`config.mk`:
```
export PLATFORM = sky130hd
export DESIGN_NAME = rsa_ctrl
export DESIGN_NICKNAME = d
export VERILOG_FILES = /design/src/rtl/rsa_ctrl.sv
export SDC_FILE = /design/constraint.sdc
export NUM_CORES = 1
export LEC_CHECK = 0
export ABC_AREA = 1
export CORE_ASPECT_RATIO = 1.2
export CORE_MARGIN = 2
export CORE_UTILIZATION = 50
export CTS_CLUSTER_SIZE = 20
export DETAILED_ROUTE_END_ITERATION = 8
export PLACE_DENSITY = 0.87
export REMOVE_ABC_BUFFERS = 1
export SLEW_MARGIN = 20
export SYNTH_ARGS = -nofsm -noshare
export SYNTH_HDL_FRONTEND = slang
export SYNTH_SLANG_ARGS = --single-unit
```
`constraint.sdc`:
```
create_clock -name clk -period 4.65 [get_ports clk]
set_input_delay 0.6975 -clock clk [delete_from_list [all_inputs] [get_ports clk]]
set_output_delay 0.6975 -clock clk [all_outputs]
set_load 0.03 [all_outputs]
```
`src/rtl/rsa_ctrl.sv`:
```
`default_nettype none
// ============================================================================
// Module      : rsa_ctrl
// Description : MSB-first square-and-multiply sequencer computing
//               plain^expo mod modulus through an external modular multiplier.
// Revision    : 1.0 - initial release
// ============================================================================
module rsa_ctrl #(
    parameter int WIDTH = 8
) (
    input  logic             clk,
    input  logic             rst,
    input  logic             ena,
    input  logic             start,
    input  logic             irq_en,
    input  logic [WIDTH-1:0] plain,
    input  logic [WIDTH-1:0] expo,
    input  logic [WIDTH-1:0] modulus,
    output logic             mm_start,
    output logic [WIDTH-1:0] mm_a,
    output logic [WIDTH-1:0] mm_b,
    output logic [WIDTH-1:0] mm_n,
    input  logic             mm_done,
    input  logic [WIDTH-1:0] mm_p,
    output logic [WIDTH-1:0] rsa_c,
    output logic             busy,
    output logic             irq,
    output logic             err
);

    localparam int                c_CNT_W   = (WIDTH > 1) ? $clog2(WIDTH) : 1;
    localparam logic [c_CNT_W-1:0] c_CNT_TOP = c_CNT_W'(WIDTH - 1);
    localparam logic [c_CNT_W-1:0] c_CNT_ONE = c_CNT_W'(1);
    localparam logic [WIDTH-1:0]   c_ONE     = WIDTH'(1);

    typedef enum logic [2:0] {
        IDLE     = 3'd0,
        LOAD     = 3'd1,
        SQR      = 3'd2,
        SQR_WAIT = 3'd3,
        MUL      = 3'd4,
        MUL_WAIT = 3'd5,
        NEXT     = 3'd6,
        DONE     = 3'd7
    } state_t;

    state_t             r_state;
    state_t             w_next;
    logic               r_start_prev;
    logic [WIDTH-1:0]   r_base;
    logic [WIDTH-1:0]   r_exp;
    logic [WIDTH-1:0]   r_mod;
    logic [WIDTH-1:0]   r_acc;
    logic [WIDTH-1:0]   r_rsa_c;
    logic [c_CNT_W-1:0] r_cnt;
    logic               r_err;
    logic               w_accept;
    logic               w_sqr_phase;
    logic               w_mul_phase;

    // Previous start level tracks every cycle, so edges seen while busy or
    // disabled are consumed rather than replayed later.
    assign w_accept    = (r_state == IDLE) && ena && start && !r_start_prev && !rst;
    assign w_sqr_phase = (r_state == SQR) || (r_state == SQR_WAIT);
    assign w_mul_phase = (r_state == MUL) || (r_state == MUL_WAIT);

    always_comb begin
        w_next = r_state;
        case (r_state)
            IDLE:     if (w_accept) w_next = LOAD;
            LOAD:     w_next = (r_mod == '0) ? DONE : SQR;
            SQR:      w_next = SQR_WAIT;
            SQR_WAIT: if (mm_done) w_next = r_exp[r_cnt] ? MUL : NEXT;
            MUL:      w_next = MUL_WAIT;
            MUL_WAIT: if (mm_done) w_next = NEXT;
            NEXT:     w_next = (r_cnt == '0) ? DONE : SQR;
            DONE:     w_next = IDLE;
            default:  w_next = IDLE;
        endcase
    end

    always_ff @(posedge clk or posedge rst) begin
        if (rst) begin
            r_state      <= IDLE;
            r_start_prev <= 1'b0;
            r_base       <= '0;
            r_exp        <= '0;
            r_mod        <= '0;
            r_acc        <= '0;
            r_rsa_c      <= '0;
            r_cnt        <= '0;
            r_err        <= 1'b0;
        end else begin
            r_state      <= w_next;
            r_start_prev <= start;
            case (r_state)
                IDLE: begin
                    if (w_accept) begin
                        r_base <= plain;
                        r_exp  <= expo;
                        r_mod  <= modulus;
                    end
                end
                LOAD: begin
                    r_acc <= (r_mod == c_ONE) ? '0 : c_ONE;
                    r_cnt <= c_CNT_TOP;
                    r_err <= (r_mod == '0);
                end
                SQR_WAIT, MUL_WAIT: begin
                    if (mm_done) r_acc <= mm_p;
                end
                NEXT: begin
                    if (r_cnt != '0) r_cnt <= r_cnt - c_CNT_ONE;
                end
                DONE: begin
                    r_rsa_c <= r_err ? '0 : r_acc;
                end
                default: ;
            endcase
        end
    end

    // Operands are decoded from state so they stay stable for the whole wait.
    assign mm_start = (r_state == SQR) || (r_state == MUL);
    assign mm_a     = (w_sqr_phase || w_mul_phase) ? r_acc : '0;
    assign mm_b     = w_sqr_phase ? r_acc : (w_mul_phase ? r_base : '0);
    assign mm_n     = (w_sqr_phase || w_mul_phase) ? r_mod : '0;
    assign rsa_c    = r_rsa_c;
    assign err      = r_err;
    assign busy     = (r_state != IDLE) || w_accept;
    assign irq      = (r_state == DONE) && irq_en;

endmodule
`default_nettype wire
```
==> implementation parameters <==
Parameter                              Value

Outcome
  Run status ... complete, no violations

Critical path
  Kind of critical path ... reg -> out
  Buffer and inverter count on the worst path ... 3
  Crit path DAT ... 2240 ps
  Crit path max fanout ... 16
  Critical Path RT ... between 3000 and 4000 ps
  CP max stage cell ... sky130_fd_sc_hd__clkdlybuf4s50_1
  Worst path max stage delay ... about 600 ps
  CP Capture Type ... output pin
  Category of cells accounting for the largest share of critical-path delay ... buffers and inverters
  Setup crit start kind ... register
  Ordered cell list for the critical path ... inv_2 -> nand2_1 -> inv_2 -> nor2_4 -> nor2_1 -> clkdlybuf4s50_1
  Cell mode on critical path ... sky130_fd_sc_hd__inv_2

Synthesis
  Yosys top cell area share ... approximately half
  Synth Cell Area ... 0.00235 mm²
  Seq/Total Area, Yosys ... between 50% and 60%
  Main synth FF type ... sky130_fd_sc_hd__dfrtp_1
  Async S/R FF share, synth ... 100%
  Largest cells by area after synthesis ... sky130_fd_sc_hd__dfrtp_1 51%, sky130_fd_sc_hd__nand2_1 9.0%, sky130_fd_sc_hd__inv_1 7.2%
  Yosys warnings ... 0
  Cell with the most instances after synthesis ... sky130_fd_sc_hd__nand2_1
  Number of enable-type register cells in the synthesized netlist ... 0
  Commonest cells in the synthesized netlist ... 56 x sky130_fd_sc_hd__nand2_1, 48 x sky130_fd_sc_hd__dfrtp_1, 45 x sky130_fd_sc_hd__inv_1, 45 x sky130_fd_sc_hd__nor2_1, 27 x sky130_fd_sc_hd__nand3_1
  Number of synthesized register bits ... 48
  Distinct cell type count after synthesis ... 23
  Cells after synthesis ... between 200 and 300
  Post-synth top area cell ... sky130_fd_sc_hd__dfrtp_1
  Syn avg cell area ... 7.85 µm²

Pwr
  Power, Total ... ~2.1 mW
  Leakage power ... 1.56 nW
  Worst IR Drop VDD ... between 300 and 400 µV
  Power per unit of standard cell area ... 648 mW/mm²

Layout
  Antenna diodes ... 0
  Share of layout cells above drive strength 1 ... under 10%
  Filler cell count ... about 380
  Net total in the final layout ... between 400 and 500
  Layout Area Growth over Synthesis ... 35.5%

Routing
  Detailed-route vias per instance ... 4.99
  Count of nets left with antenna violations after detail routing ... 0
  TritonRoute pass-1 iters ... 4
  Via count ... approximately 2100
  Iter 0 DRT Violations ... 89
  DR WL/cell ... ~12 µm
  DRC violations left ... 0
  Sum of routed wire length over all layers ... 5.07 mm

Timing
  Time the worst path needs with I/O delays and setup ... between 2000 and 3000 ps
  Period utilisation layout ... between 60% and 70%
  Measured slew at the worst slew-check pin ... about 950 ps
  Clock skew after layout ... 7.23 ps
  Total of endpoints with negative setup slack in the final report ... 0
  Count of pins over their slew limit ... 0
  Setup repair after global routing missed its margin ... no
  Normalized max-slew margin ... 36.5%
  F_max ... approximately 0.34 GHz
  Setup Total Neg Slack ... 0 ps
  Smallest hold slack ... 487 ps
  Final hold violation count ... 0

Place
  GPL Wtd Cong ... approximately 0.87
  HPWL reported at the end of detailed placement ... between 3 and 4 mm
  Port-buffer cells ... between 70 and 80

Clock network
  Number of buffers created by CTS ... 5
  Deepest clock path buffer count ... 2
  Post-CTS Resized ... 0
  CTS Root Cell ... sky130_fd_sc_hd__clkbuf_8
  Total clock sinks ... 48
  CTS tree ... done
  Clock slew at reported path FFs ... ~80 ps
  Clock latency on the worst-skew pair ... about 300 ps
  Number of hold buffers added after CTS ... 0
  Post-CTS setup buffer count ... 0
  H-tree levels ... 2

Flow run
  Count of max-cap constraint violations ... 0

Global routing
  Global-route congestion overflow total ... 0
  Initial antenna violation count ... 0
  GRT Overall Usage ... a little over a fifth
  Maximum number of pins on one net before global-route repair ... 49
  Wire length of the first global-routing pass ... approximately 8.6 mm
  Vias in the first global route ... approximately 2000

Floorplanning
  Height of the die ... 79.1 µm
  I/O pin total ... 74
  Core area ... between 0.004 and 0.005 mm²
  Placement row count ... 27
  X dimension of the die ... about 67 µm
  Full die area ... about 0.0053 mm²
  Effective utilization at floorplan ... about half

Min path
  Hold/Removal Path Class ... reg -> reg
[worst reg2reg max path: cells and delay by family, from the launching register on]
family / cells / cell delay [ps]
buffers and inverters: 1 / 150
DFF: 1 / 480
AOI/OAI and AO/OA: 2 / 370
adders and majority gates: 1 / 230
and+or+nand+nor: 2 / 200
[metal layers]
layer	GRT usage (%)	share of wire, %
met5	0	0
met4	9.39	2.2
met3	4.25	5.7
met2	37.9	51
met1	24.2	41
[metrics by stage]
step           setup WS [ps]  utilization, %  cells  instance area [µm²]
2_1_floorplan           2540               -    289                 2280
5_1_grt                 1530            69.7    429                 3180
3_3_place_gp            1870            67.7    421                 3090
3_5_place_dp            1830            67.7    421                 3090
4_1_cts                 1680            69.7    429                 3180
6_report                1710            69.7    429                 3180
[power by group]
group / switching [mW] / internal, mW / total (mW)
Clock: 0.130 / 0.119 / 0.249
Combinational: 0.725 / 0.428 / 1.15
Sequential: 0.0803 / 0.578 / 0.658
[area by class of cell]
class	instances	area, µm²	share of cell area, %
Sequential cell	48	1200	37.8
Multi-Input combinational cell	191	888	27.9
Timing Repair Buffer	74	738	23.2
Inverter	50	188	5.90
Clock buffer	6	82.6	2.60
Tap cell	58	72.6	2.28
Clock inverter	2	10.0	0.315
[placed cells by master (no fill, tap or decap), types with 2 or more instances in the layout]
| cell | instances |
|---|---|
| sky130_fd_sc_hd__nand3_1 | 27 |
| sky130_fd_sc_hd__a21oi_1 | 20 |
| sky130_fd_sc_hd__clkdlybuf4s50_1 | 73 |
| sky130_fd_sc_hd__dfrtp_1 | 48 |
| sky130_fd_sc_hd__o21ai_1 | 4 |
| sky130_fd_sc_hd__ha_1 | 2 |
| sky130_fd_sc_hd__clkbuf_8 | 6 |
| sky130_fd_sc_hd__o21ai_0 | 21 |
| sky130_fd_sc_hd__nand2_2 | 2 |
| sky130_fd_sc_hd__nand2_1 | 56 |
| sky130_fd_sc_hd__inv_2 | 6 |
| sky130_fd_sc_hd__o31ai_1 | 8 |
| sky130_fd_sc_hd__clkinv_2 | 2 |
| sky130_fd_sc_hd__inv_1 | 44 |
| sky130_fd_sc_hd__nor2_1 | 45 |
[flip-flops by register name (all words and copies together), names as in the netlist]
register	cells
r_exp	8
r_acc	8
r_state	3
rsa_c	8
r_start_prev	1
r_base	8
r_cnt	3
err	1
r_mod	8
[cell families after synthesis]
kind of cell	after synthesis	share of synthesized area (%)
buf+inv	60	11.0
compound gates	55	13.1
flops	48	51.2
simple gates	134	23.7
fa+ha+maj	2	1.07
[worst paths after layout]
| check | slack [ps] | start | depth (start not counted) | endpoint |
|---|---|---|---|---|
| max reg2reg | 3120 | r_cnt[0]$_DFFE_PP0P_ | 6 | r_cnt[1]$_DFFE_PP0P_ |
| min | 490 | r_base[3]$_DFFE_PP0P_ | 2 | r_base[3]$_DFFE_PP0P_ |
| max | 1710 | r_state[2]$_DFFE_PP0P_ | 6 | mm_a[4] |
| min in group asynchronous | 970 | rst | 2 | r_acc[7]$_DFFE_PP0P_ |
| min reg2reg | 490 | r_base[3]$_DFFE_PP0P_ | 2 | r_base[3]$_DFFE_PP0P_ |
| max in group asynchronous | 3080 | rst | 2 | r_mod[3]$_DFFE_PP0P_ |
No activity file was read; power rests on OpenSTA's default activity.
